File: src/rtl/fp_result_collector_pkg.sv
// Shared definitions for the FP multiplier result path: class codes,
// flag-bit positions and a small classification helper.
package fp_result_collector_pkg;

    // Class codes produced by fp_multiplication on num_value; 5-7 are reserved.
    typedef enum logic [2:0] {
        FP_ZERO      = 3'd0,
        FP_NORMAL    = 3'd1,
        FP_SUBNORMAL = 3'd2,
        FP_INF       = 3'd3,
        FP_NAN       = 3'd4
    } fp_class_e;

    localparam int CLASS_W  = 3;
    localparam int FLAG_W   = 2;
    localparam int FLAG_OVF = 1;
    localparam int FLAG_UNF = 0;

    function automatic logic isNan(input logic [CLASS_W-1:0] code);
        return code == FP_NAN;
    endfunction

endpackage

File: src/rtl/fp_result_collector_sync_fifo.sv
// Single-clock FIFO holding packed result entries. When empty, the read
// port shows the most recently popped entry (or zero after reset).
module sync_fifo #(
    parameter int W     = 21,
    parameter int DEPTH = 8
) (
    input  logic                     i_clk,
    input  logic                     i_reset_n,
    input  logic                     i_wr,
    input  logic                     i_rd,
    input  logic [W-1:0]             i_wdata,
    output logic [W-1:0]             o_rdata,
    output logic [$clog2(DEPTH):0]   o_level
);

    localparam int AW = $clog2(DEPTH);
    localparam logic [AW-1:0] PTR_ONE = 1;
    localparam logic [AW:0]   LVL_ONE = 1;

    logic [W-1:0]  r_mem [DEPTH];
    logic [AW-1:0] r_wptr;
    logic [AW-1:0] r_rptr;
    logic [AW:0]   r_level;
    logic [W-1:0]  r_hold;

    // Storage write; contents are deliberately not reset.
    always_ff @(posedge i_clk) begin
        if (i_wr) begin
            r_mem[r_wptr] <= i_wdata;
        end
    end

    // Pointers wrap naturally because DEPTH is a power of two.
    always_ff @(posedge i_clk or negedge i_reset_n) begin
        if (!i_reset_n) begin
            r_wptr <= '0;
            r_rptr <= '0;
        end else begin
            if (i_wr) r_wptr <= r_wptr + PTR_ONE;
            if (i_rd) r_rptr <= r_rptr + PTR_ONE;
        end
    end

    // Occupancy: simultaneous write and read leaves it unchanged.
    always_ff @(posedge i_clk or negedge i_reset_n) begin
        if (!i_reset_n) begin
            r_level <= '0;
        end else begin
            case ({i_wr, i_rd})
                2'b10:   r_level <= r_level + LVL_ONE;
                2'b01:   r_level <= r_level - LVL_ONE;
                default: r_level <= r_level;
            endcase
        end
    end

    // Remember the entry being popped so the outputs hold it once empty.
    always_ff @(posedge i_clk or negedge i_reset_n) begin
        if (!i_reset_n) begin
            r_hold <= '0;
        end else if (i_rd) begin
            r_hold <= r_mem[r_rptr];
        end
    end

    assign o_rdata = (r_level == '0) ? r_hold : r_mem[r_rptr];
    assign o_level = r_level;

endmodule

File: src/rtl/fp_result_collector.sv
// Buffers multiplier products in a FIFO for a consumer with backpressure,
// and keeps sticky flags and saturating event counters on accepted products.
module fp_result_collector #(
    parameter int DW    = 16,
    parameter int DEPTH = 8,
    parameter int CW    = 16
) (
    input  logic                     clk,
    input  logic                     reset_n,
    input  logic                     en,
    input  logic                     in_valid,
    input  logic [DW-1:0]            in_result,
    input  logic [2:0]               in_num_value,
    input  logic                     in_over_flow,
    input  logic                     in_under_flow,
    input  logic                     out_ready,
    output logic                     out_valid,
    output logic [DW-1:0]            out_result,
    output logic [2:0]               out_num_value,
    output logic [1:0]               out_flags,
    output logic [$clog2(DEPTH):0]   level,
    output logic                     full,
    output logic                     empty,
    output logic                     drop,
    input  logic                     clr_stats,
    output logic                     sticky_ovf,
    output logic                     sticky_unf,
    output logic [CW-1:0]            ovf_count,
    output logic [CW-1:0]            unf_count,
    output logic [CW-1:0]            nan_count,
    output logic [CW-1:0]            drop_count
);

    import fp_result_collector_pkg::*;

    localparam int LW = $clog2(DEPTH) + 1;
    localparam int EW = DW + FLAG_W + CLASS_W;
    localparam logic [CW-1:0] CNT_ONE = 1;

    logic [LW-1:0]     w_level;
    logic [EW-1:0]     w_wdata;
    logic [EW-1:0]     w_rdata;
    logic [FLAG_W-1:0] w_inFlags;
    logic              w_full;
    logic              w_empty;
    logic              w_pop;
    logic              w_wr;
    logic              w_ovfEvt;
    logic              w_unfEvt;
    logic              w_nanEvt;
    logic              w_dropEvt;
    logic              r_drop;
    logic              r_stickyOvf;
    logic              r_stickyUnf;
    logic [CW-1:0]     r_ovfCount;
    logic [CW-1:0]     r_unfCount;
    logic [CW-1:0]     r_nanCount;
    logic [CW-1:0]     r_dropCount;

    function automatic logic [CW-1:0] satInc(input logic [CW-1:0] v);
        return (v == {CW{1'b1}}) ? v : v + CNT_ONE;
    endfunction

    // Handshake decode: a full FIFO still accepts when it is popped in the same cycle.
    always_comb begin
        w_inFlags           = '0;
        w_inFlags[FLAG_OVF] = in_over_flow;
        w_inFlags[FLAG_UNF] = in_under_flow;
        w_full    = (w_level == LW'(DEPTH));
        w_empty   = (w_level == '0);
        w_pop     = en & ~w_empty & out_ready;
        w_wr      = en & in_valid & (~w_full | w_pop);
        w_dropEvt = en & in_valid & ~w_wr;
        w_ovfEvt  = w_wr & in_over_flow;
        w_unfEvt  = w_wr & in_under_flow;
        w_nanEvt  = w_wr & isNan(in_num_value);
        w_wdata   = {in_num_value, w_inFlags, in_result};
    end

    sync_fifo #(
        .W     (EW),
        .DEPTH (DEPTH)
    ) u_fifo (
        .i_clk     (clk),
        .i_reset_n (reset_n),
        .i_wr      (w_wr),
        .i_rd      (w_pop),
        .i_wdata   (w_wdata),
        .o_rdata   (w_rdata),
        .o_level   (w_level)
    );

    // Drop pulse follows the lost product by one cycle; disabled cycles never drop.
    always_ff @(posedge clk or negedge reset_n) begin
        if (!reset_n) r_drop <= 1'b0;
        else          r_drop <= w_dropEvt;
    end

    // Sticky flags: a coincident event beats a clear.
    always_ff @(posedge clk or negedge reset_n) begin
        if (!reset_n) begin
            r_stickyOvf <= 1'b0;
            r_stickyUnf <= 1'b0;
        end else if (en) begin
            if (clr_stats) begin
                r_stickyOvf <= w_ovfEvt;
                r_stickyUnf <= w_unfEvt;
            end else begin
                if (w_ovfEvt) r_stickyOvf <= 1'b1;
                if (w_unfEvt) r_stickyUnf <= 1'b1;
            end
        end
    end

    // Saturating event counters: clear restarts at 1 when an event coincides.
    always_ff @(posedge clk or negedge reset_n) begin
        if (!reset_n) begin
            r_ovfCount  <= '0;
            r_unfCount  <= '0;
            r_nanCount  <= '0;
            r_dropCount <= '0;
        end else if (en) begin
            if (clr_stats) begin
                r_ovfCount  <= w_ovfEvt  ? CNT_ONE : '0;
                r_unfCount  <= w_unfEvt  ? CNT_ONE : '0;
                r_nanCount  <= w_nanEvt  ? CNT_ONE : '0;
                r_dropCount <= w_dropEvt ? CNT_ONE : '0;
            end else begin
                if (w_ovfEvt)  r_ovfCount  <= satInc(r_ovfCount);
                if (w_unfEvt)  r_unfCount  <= satInc(r_unfCount);
                if (w_nanEvt)  r_nanCount  <= satInc(r_nanCount);
                if (w_dropEvt) r_dropCount <= satInc(r_dropCount);
            end
        end
    end

    assign out_valid     = ~w_empty;
    assign out_result    = w_rdata[DW-1:0];
    assign out_flags     = w_rdata[DW+FLAG_W-1:DW];
    assign out_num_value = w_rdata[EW-1:DW+FLAG_W];
    assign level         = w_level;
    assign full          = w_full;
    assign empty         = w_empty;
    assign drop          = r_drop;
    assign sticky_ovf    = r_stickyOvf;
    assign sticky_unf    = r_stickyUnf;
    assign ovf_count     = r_ovfCount;
    assign unf_count     = r_unfCount;
    assign nan_count     = r_nanCount;
    assign drop_count    = r_dropCount;

endmodule

File: config.mk
export PLATFORM = sky130hd
export DESIGN_NAME = fp_result_collector
export DESIGN_NICKNAME = d
export VERILOG_FILES = /design/src/rtl/fp_result_collector_pkg.sv /design/src/rtl/fp_result_collector_sync_fifo.sv /design/src/rtl/fp_result_collector.sv
export SDC_FILE = /design/constraint.sdc
export NUM_CORES = 1
export LEC_CHECK = 0
export BUFFER_PORTS_ARGS = -buffer_cell sky130_fd_sc_hd__clkbuf_2
export CAP_MARGIN = 20
export CORE_MARGIN = 2
export CORE_UTILIZATION = 54
export CTS_CLUSTER_SIZE = 20
export DETAILED_ROUTE_END_ITERATION = 10
export PLACE_DENSITY = 0.81
export SYNTH_ARGS = -nofsm -noshare
export SYNTH_HDL_FRONTEND = slang
export SYNTH_SLANG_ARGS = --single-unit
File: constraint.sdc
create_clock -name clk -period 4.44 [get_ports clk]
set_input_delay 0.888 -clock clk [delete_from_list [all_inputs] [get_ports clk]]
set_output_delay 0.888 -clock clk [all_outputs]
set_load 0.01 [all_outputs]
== After elaboration in Yosys (flattened, before gate mapping) ==
Memories as Yosys holds them, arrays and structs flattened.
Index checks and enable logic that the tools add are counted.

* Register bits: 98
* Input bits: 27
* Memories: 1
* Bits in writable memories: 168

{| class="wikitable"
|+ Memory list
! memory !! depth !! width !! rd ports !! clocked after memory_dff !! write ports !! line !! RTL
|-
| u_fifo.r_mem || 8 || 21 || 1 || 0 || 1 || fp_result_collector_sync_fifo.sv:20 || <nowiki>logic [W-1:0] r_mem [DEPTH];</nowiki>
|}

* Reductions and logical operators: 12
* Equality and inequality tests: 12
* Bitwise logic cells: 12
* $add $sub $neg: 8
* Muxes and demuxes: 24

{| class="wikitable"
|+ Operators with widths
! operator !! count
|-
| $mux 16 || 12
|-
| $add 16x1->16 const B || 4
|-
| $eq 16x16->1 const B || 4
|-
| $mux 21 || 1
|-
| $reduce_and 3->1 || 4
|-
| $mux 1 || 10
|-
| $reduce_bool 2->1 || 5
|-
| $and 1x1->1 || 8
|-
| $ne 2x2->1 const B || 4
|-
| $pmux 4 s2 || 1
|-
| $add 3x1->3 const B || 2
|-
| $add 4x1->4 const B || 1
|-
| $eq 4x4->1 const B || 1
|-
| $logic_not 4->1 || 1
|-
| $reduce_and 2->1 || 2
|-
| $sub 4x1->4 const B || 1
|-
| $eq 3x3->1 const B || 1
|-
| $not 1->1 || 3
|-
| $eq 2x1->1 const B || 1
|-
| $eq 2x2->1 const B || 1
|-
| $or 1x1->1 || 1
|}

== Depth between registers and ports, before layout ==
Gate-level depths: netlist of run 1.

* Depth after elaboration: 10
* Depth in mapped cells: 11
* Gate-level depth less buffers: 10

== Modules after synthesis ==
A second synthesis of run 1 with hierarchy kept.

* Cell total of the unflattened synthesis: 893
* Area, all modules: 11893.9 um^2

{| class="wikitable"
|+ Modules (own cells, without submodules)
! module !! seq. area each (um^2) !! times used !! area an instance (um^2) !! cells an instance
|-
| sync_fifo || 5820.6 || 1 || 8025.2 || 479
|-
| fp_result_collector || 1676.6 || 1 || 3868.7 || 414
|}

== Least setup slack after synthesis of run 1 ==
No wires, ideal clock.

* Path kind: input to register
* From: input en
* To: memory u_fifo.r_mem[2][0], enable pin
* Cell stages on the path: 4
* Path buffers: 1
* Arrival: 3.749 ns
* Setup slack: 0.231 ns
* Required time: 3.980 ns
* Cell sequence: buf_2 and2_1 o21ai_2 nor4b_1

* Word-level cells in the longest chain between the ends: 6
* Elaborated cells on any way between the ends: 7
* Those cells by class: mux (2); bitwise (5)

{| class="wikitable"
|+ RTL lines
! item !! line !! RTL
|-
| from (decl) || fp_result_collector.sv:10 || <nowiki>input logic en,</nowiki>
|-
| $and 1x1->1 (2 in a row) || fp_result_collector.sv:71 || <nowiki>w_pop = en & ~w_empty & out_ready;</nowiki>
|-
| $or 1x1->1 || fp_result_collector.sv:72 || <nowiki>w_wr = en & in_valid & (~w_full | w_pop);</nowiki>
|-
| $and 1x1->1 * || fp_result_collector.sv:72 ||
|-
| $mux 1 * || fp_result_collector_sync_fifo.sv:28 || <nowiki>if (i_wr) begin</nowiki>
|-
| $mux 1 (not written as such) * || fp_result_collector_sync_fifo.sv:29 || <nowiki>r_mem[r_wptr] <= i_wdata;</nowiki>
|-
| to (decl) || fp_result_collector_sync_fifo.sv:20 ||
|}

Mark *: on every way between the ends. The rest lies on a longest branch, timed or not.

== Worst setup path after layout of run 1 ==
* From: register u_fifo.r_rptr[2]
* To: output out_flags[1]

* Word-level cells in the longest chain between the ends: 2

{| class="wikitable"
|+ RTL lines
! item !! line !! RTL
|-
| from (decl) || fp_result_collector_sync_fifo.sv:22 || <nowiki>logic [AW-1:0] r_rptr;</nowiki>
|-
| from (signal assigned) || fp_result_collector_sync_fifo.sv:40 || <nowiki>if (i_rd) r_rptr <= r_rptr + PTR_ONE;</nowiki>
|-
| $mem_v2 8x21 || n/a ||
|-
| $mux 21 || fp_result_collector_sync_fifo.sv:66 || <nowiki>assign o_rdata = (r_level == '0) ? r_hold : r_mem[r_rptr];</nowiki>
|-
| to (decl) || fp_result_collector.sv:20 || <nowiki>output logic [1:0] out_flags,</nowiki>
|}

Every way passes these cells.

==> qor.csv, run 1 <==
metric,value,unit
"Hold-fix buffers, CTS",0,
DR DRC count,0,
final WL,27130,um
insertion delay to the later sink of the worst-skew pair,0.52,ns
share of the synthesized area in the top cell type,43.15,%
Overflow after GRT,0,
hpwl dp,16340,um
Synth area leader,edfxtp_1,
max incr delay on CP,0.92,ns
Fillers,1497,
vias in the first global route,7480,
main flop type after synthesis,edfxtp_1,
Initial Utilization,55.27,%
pin count of the biggest net entering global routing,65,
Finished Layout Cells,1275,
GPL Wtd Cong,0.8127,
Mapped Avg Cell Area,13.71,um^2
synthesized cell area,11690,um^2
ys async rst share,36.84,%
final setup vio count,0,
htree depth,1,
Worst Tran Pin Value,1.123,ns
minimum clock period,3.419,ns
via count,7840,
initial antenna violation count,0,
worst setup path class,reg -> out,
Avg WL per Cell,21.28,um
Die H,151.2,um
# resized after CTS,0,
CTS tree,done,
YS warnings,0,
vias per cell,6.149,
Final Hold Viols,0,
Peak VDD IR,0.2484,mV
GR Util All Layers,23.82,%
fmax,292.5,MHz
clock sink total,266,
clk root buf,clkbuf_16,
Storage cell area,7498,um^2
ant diodes,0,
clock tree buffer depth,3,
final setup margin,1.021,ns
Iteration-0 DRC Markers,574,
Antenna Violating Nets Remaining,0,
PD cells,553.2,nW/um^2
Leak,5.240,nW
cts bufs inserted,26,
Worst Setup End Kind,output pin,
Nets,1016,
status,finished clean,
sequential area share after synthesis,64.12,%
synth-to-layout area growth,17.04,%
placed cell count,1226,
Crit path required time,3.55,ns
chip width,151.2,um
first-pass GRT wire length,41860,um
FP Rows,53,
ratio of cells with drive above 1 in the final layout,26.10,%
Final TNS setup,0,ns
startpoint types,flip-flop,
CP Data Arrival Time,2.53,ns
"Slew Viols, Final",0,
skew final,0.01332,ns
CORE AREA,21150,um^2
CP max-delay cell,dfrtp_1,
footprint of the multi-input gates,4005,um^2
Post-synth EDFFs,168,
RSZ-0062 raised after global routing,false,
worst hold path type,in -> async,
port bufs,121,
CP Cell Sequence,buf_4 > mux2i_1 > a21oi_1 > clkbuf_2,
Top delay family on crit path,flip-flops,
CP Max Fanout,14,
die footprint,22850,um^2
Max Cap Viol,0,
total design power,7.570,mW
post-synth net total,889,
Post-CTS Setup Inserts,0,
"FF+latch count, synth",266,
"Reg clk slew, reported paths",0.06,ns
pre-CTS setup slack,1.164,ns
post-synthesis instance total,853,
Pre-antenna DRT Iters,5,
I/O pins,122,
top post-synthesis cells by area,"edfxtp_1, dfrtp_1, mux4_2",
max_slew headroom,25.06,%
CP bufs+invs,2,
unique cell type count in the Yosys netlist,66,
Final Cycle Share,77.01,%
cell families (layout without fill, tap and decap cells):
group                    count (synthesis)  after routing  synth area share (%)
buffers and inverters                   55            202                 2.033
adder cells (fa/ha/maj)                  9              9                 1.027
XOR/XNOR                                20             20                 1.498
AO/OA/AOI/OAI                          184            184                 10.19
AND/OR/NAND/NOR                        247            247                 10.43
flip-flops                             266            266                 64.12
multiplexers                            72             72                 10.70
sequential cells by signal, indices dropped and copies added, names as in the netlist:
| signal | count |
|---|---|
| sticky_ovf | 1 |
| drop_count | 16 |
| u_fifo.r_wptr | 3 |
| ovf_count | 16 |
| u_fifo.o_level | 4 |
| unf_count | 16 |
| drop | 1 |
| u_fifo.r_hold | 21 |
| u_fifo.r_mem | 168 |
| u_fifo.r_rptr | 3 |
| nan_count | 16 |
| sticky_unf | 1 |
cells in the mapped netlist, types with 3 or more instances:
library cell,n
mux2i_1,26
buf_2,9
o21a_1,4
a221o_1,4
and3_1,13
or3_1,5
a21o_1,4
nor3_1,14
xor2_1,5
clkbuf_1,28
inv_1,10
nor4_1,5
buf_1,4
nand4_1,16
nor3b_1,6
a31oi_1,15
a41oi_1,3
and2_1,4
and4_1,5
nand3_1,29
or4_1,3
dfrtp_1,98
nor2b_1,3
nand2_1,59
a21oi_1,76
mux4_2,42
a22o_1,8
o2bb2ai_1,6
nor2_1,76
o21ai_0,32
ha_1,8
edfxtp_1,168
mux2_2,4
xnor2_1,15
o31ai_1,10
final cells by class:
| type | instances | share of cell area (%) |
|---|---|---|
| flip-flops and latches | 266 | 54.80 |
| clock buffers | 30 | 5.239 |
| repair buffers | 141 | 5.687 |
| well taps | 275 | 2.514 |
| multi-input cells | 532 | 29.27 |
| clock inverters | 18 | 2.048 |
| inverters | 13 | 0.4480 |
metal layers:
metal / part of all wire [%] / GRT usage, % / vias to the layer above
li1: - / - / 3552
met1: 41 / 31.93 / 3982
met2: 50 / 40.50 / 270
met3: 6.6 / 4.970 / 36
met4: 1.6 / 5.467 / 0
met5: 0 / 0 / -
worst paths after layout:
path	startpoint	end	slack [ns]	depth (start not counted)
max in group asynchronous	reset_n	u_fifo.o_level[1]	3.13	2
worst min-delay path	reset_n	u_fifo.r_hold[11]	0.46	1
worst min register to register	sticky_ovf	sticky_ovf	0.49	2
min in group clk	sticky_ovf	sticky_ovf	0.49	2
worst max register to register	u_fifo.o_level[3]	ovf_count[12]	1.53	5
worst max-delay path	u_fifo.r_rptr[2]	out_flags[1]	1.02	4
power breakdown:
| group | switching (mW) | internal (mW) |
|---|---|---|
| logic | 1.01 | 0.875 |
| clock network | 0.937 | 1.57 |
| registers | 0.251 | 2.93 |
worst reg2reg max path, cell delays in order (launching register included):
cell and delay (ns):
dfrtp_1 0.42, or4b_1 0.43, clkinv_8 0.13, a21oi_1 0.57, o2111ai_1 0.71, o311ai_0 0.54
through the flow:
| stage | util [%] | instance area [um^2] | hold WS (ns) |
|---|---|---|---|
| after floorplan | - | 11690 | 0.4960 |
| after CTS | 64.56 | 13660 | 0.4852 |
| final | 64.69 | 13680 | 0.4562 |
| after global routing | 64.69 | 13680 | 0.5133 |
| after global placement | 59.85 | 12660 | 0.4719 |
| after detailed placement | 59.85 | 12660 | 0.4732 |
placed cells by master, fill, tap and decap left out, types with 5 or more instances in the layout:
master	count
and3_1	13
or3_1	5
o21ai_0	32
nand3_1	29
clkbuf_2	120
a22o_1	8
and4_1	5
inv_1	10
xnor2_1	15
edfxtp_1	168
mux4_2	42
ha_1	8
a31oi_1	15
nor2_1	74
o31ai_1	10
o2bb2ai_1	6
nand4_1	16
buf_4	20
dfrtp_1	97
clkbuf_16	27
mux2i_1	26
xor2_1	5
bufinv_16	7
nand2_1	59
a21oi_1	76
nor3_1	11
Note: power is estimated with default switching activity, not from simulation.
==> inputs of run 2 (changes only) <==
Settings changed: ABC_AREA from default to 1, PLACE_DENSITY 0.81 to 0.84.
Clock period 4.44 ns to 2.9 ns, I/O delays scaled along.
==> run 2 against run 1 <==
Compared with the run above:
- clock power is 62% higher
- clock skew decreased by 0.0056 ns
- combinational power rose by 90%
- wire length rose by 6.0%
- sequential share of layout area is 2.9 points lower
- synthesized cell count is 52% higher
- flip-flop and latch count did not move
- via count up 23%
- non-clock buffer count grew 8
- final area is 5.7% higher
- critical path type unchanged
- highest routed layer unchanged
==> qor.csv, run 2 <==
metric,value,unit
status,finished clean,
multiplexer share of the synthesized area,0.09081,%
"commonest cells after routing, fill and taps aside","nand2_1, nor2_1, edfxtp_1, o21ai_0, clkbuf_2",
share of the synthesized area in the top cell type,40.68,%
vias in the first global route,9007,
DR DRC count,0,
largest family of logic cells by synthesized area,simple AND/OR/NAND/NOR gates,
YS warnings,0,
flop2flop setup slack,0.71,ns
GPL Wtd Cong,0.9076,
fmax,366.8,MHz
skew final,0.007695,ns
"most common cell after layout, fill and taps aside",nand2_1,
ratio of cells with drive above 1 in the final layout,17.15,%
Final Hold Viols,0,
ys async rst share,36.84,%
RSZ-0062 raised after global routing,false,
Leak,5.849,nW
FF-to-FF End,u_fifo.o_level[3],
r2r startpoint,u_fifo.o_level[1],
clock power share,32.7,%
Post-synth EDFFs,168,
Overflow after GRT,0,
die footprint,24190,um^2
Internal Pwr Total,8.316,mW
I/O pins,122,
Largest Register,u_fifo.r_mem,
"FF+latch count, synth",266,
FP Rows,55,
Peak VDD IR,0.5533,mV
final WL,28770,um
switching share of total power,32.82,%
Pre-antenna DRT Iters,5,
Final TNS setup,0,ns
Finished Layout Cells,1725,
clock sink total,266,
CTS tree,done,
top post-synthesis cells by area,"edfxtp_1, dfrtp_1, nand2_1",
initial antenna violation count,1,
worst r2r path cells,14,
Logic pwr share,29.0,%
Worst Setup End Kind,output pin,
post-synth net total,1331,
Mapped Avg Cell Area,9.576,um^2
Initial Utilization,54.94,%
main flop type after synthesis,edfxtp_1,
vias per cell,5.589,
list of most frequent post-synthesis cells,"nand2_1, nor2_1, edfxtp_1",
"count leader, synth",nand2_1,
Max Cap Viol,0,
Nets,1454,
Antenna Violating Nets Remaining,0,
pre-CTS setup slack,0.5901,ns
clock tree buffer depth,3,
Iteration-0 DRC Markers,886,
minimum clock period,2.726,ns
top flop regs,"u_fifo.r_mem (168), u_fifo.r_hold (21)",
Synth area leader,edfxtp_1,
post-synthesis adder-cell area fraction,0.9686,%
worst hold path type,in -> async,
fraction of synthesized cell area in xor and xnor cells,1.413,%
placed cell count,1671,
clk root buf,clkbuf_16,
max_slew headroom,60.06,%
Crit path required time,2.32,ns
sequential area share after synthesis,60.46,%
synthesized cell area,12400,um^2
chip width,155.5,um
P_sw,4.062,mW
cts bufs inserted,28,
CP Max Fanout,52,
post-synthesis instance total,1295,
Die H,155.5,um
Worst Tran Pin Value,0.5992,ns
max reg flops,168,
GR Util All Layers,23.30,%
unique cell type count in the Yosys netlist,43,
final setup margin,0.1736,ns
first-pass GRT wire length,45170,um
"Reg clk slew, reported paths",0.06,ns
pin count of the biggest net entering global routing,86,
"Slew Viols, Final",0,
port bufs,121,
insertion delay to the later sink of the worst-skew pair,0.53,ns
CORE AREA,22570,um^2
htree depth,1,
Synth Area in Compound Gates,10.71,%
startpoint types,flip-flop,
worst setup path class,reg -> out,
Final Cycle Share,94.01,%
hpwl dp,17940,um
Simple-Gate Fraction of Synth Area,22.18,%
ant diodes,0,
final setup vio count,0,
CP Data Arrival Time,2.15,ns
via count,9641,
Seq pwr share,38.3,%
synth-to-layout area growth,16.61,%
PD cells,856.0,nW/um^2
Avg WL per Cell,16.68,um
## run 2: cell types whose count changed in the layout (fill, tap and decap cells not counted), sizes merged, moves of 13 or more
cell    change
nand2     +259
nand3      +42
and3       -13
a31oi      -14
mux2i      -26
o21ai     +137
o211ai     +41
inv        +45
mux4       -42
a21oi      -71
nor2      +148
## run 2: area by class of cell
cell class | instances | area [um^2]
Inverter | 60 | 232.7
Clock inverter | 18 | 292.8
Tap cell | 285 | 356.6
Timing Repair Buffer | 149 | 897.1
Clock buffer | 34 | 774.5
Sequential cell | 266 | 7502
Multi-Input combinational cell | 913 | 4404
Fill cell | 1730 | 8112
## run 2: logic make-up (layout without fill, tap and decap cells)
logic type	Yosys count	count (layout)
xor gates and xnor gates	20	20
buffers and inverters	116	261
muxes	1	1
adders and majority gates	9	9
and+or+nand+nor	649	649
DFF	266	266
AOI/OAI and AO/OA	234	234
## run 2: per-layer routing
metal	GRT usage, %	up-vias	routed length [um]
met1	30.32	4560	11770
met4	6.335	0	579
met3	4.694	58	2448
li1	-	4653	-
met5	0	-	0
met2	40.10	370	13970
## run 2: timing repair
action | CTS | global route
endpoints found under the setup margin | 0 | 13
gates resized for setup | 0 | 5
setup buffers | 0 | 1
hold buffers | 0 | 0
## run 2: metrics by stage
step / util [%] / hold WS, ns / power [mW] / cell area (um^2)
global placement: 59.10 / 0.4662 / 8.109 / 13340
CTS: 63.83 / 0.04111 / 12.31 / 14410
global route: 64.06 / 0.06875 / 13.05 / 14460
finish: 64.06 / 0.03320 / 12.38 / 14460
floorplan: - / 0.2844 / 7.049 / 12400
detailed placement: 59.10 / 0.4731 / 8.254 / 13340
## run 2: worst max path at each step
stage               slack [ns]              from            endpoint  cells after the start
global route              0.06  u_fifo.r_rptr[1]       out_result[9]                      6
global placement          0.71  u_fifo.r_rptr[0]    out_num_value[1]                      7
CTS                       0.03  u_fifo.r_rptr[0]       out_result[9]                      8
finish                    0.17  u_fifo.r_rptr[0]       out_result[9]                      8
floorplan                 0.45                en  u_fifo.r_mem[0][0]                      5
detailed placement        0.59  u_fifo.r_rptr[0]       out_result[9]                      8
## run 2: critical path: stages (launching register included)
cell and delay (ns):
dfrtp_4 0.49, buf_16 0.24, nor2_1 0.08, nor2_1 0.09
o21ai_0 0.13, o211ai_1 0.13, nand2_1 0.12, o21ai_0 0.18
clkbuf_2 0.16
## run 2: power by group through the flow
| stage | combinational, mW | clock, mW | sequential (mW) |
|---|---|---|---|
| final | 3.59 | 4.05 | 4.74 |
| after global routing | 4.01 | 4.26 | 4.78 |
| after CTS | 3.48 | 4.08 | 4.75 |
| after detailed placement | 3.44 | 0 | 4.82 |
| after global placement | 3.32 | 0 | 4.79 |
| after floorplan | 2.28 | 0 | 4.77 |
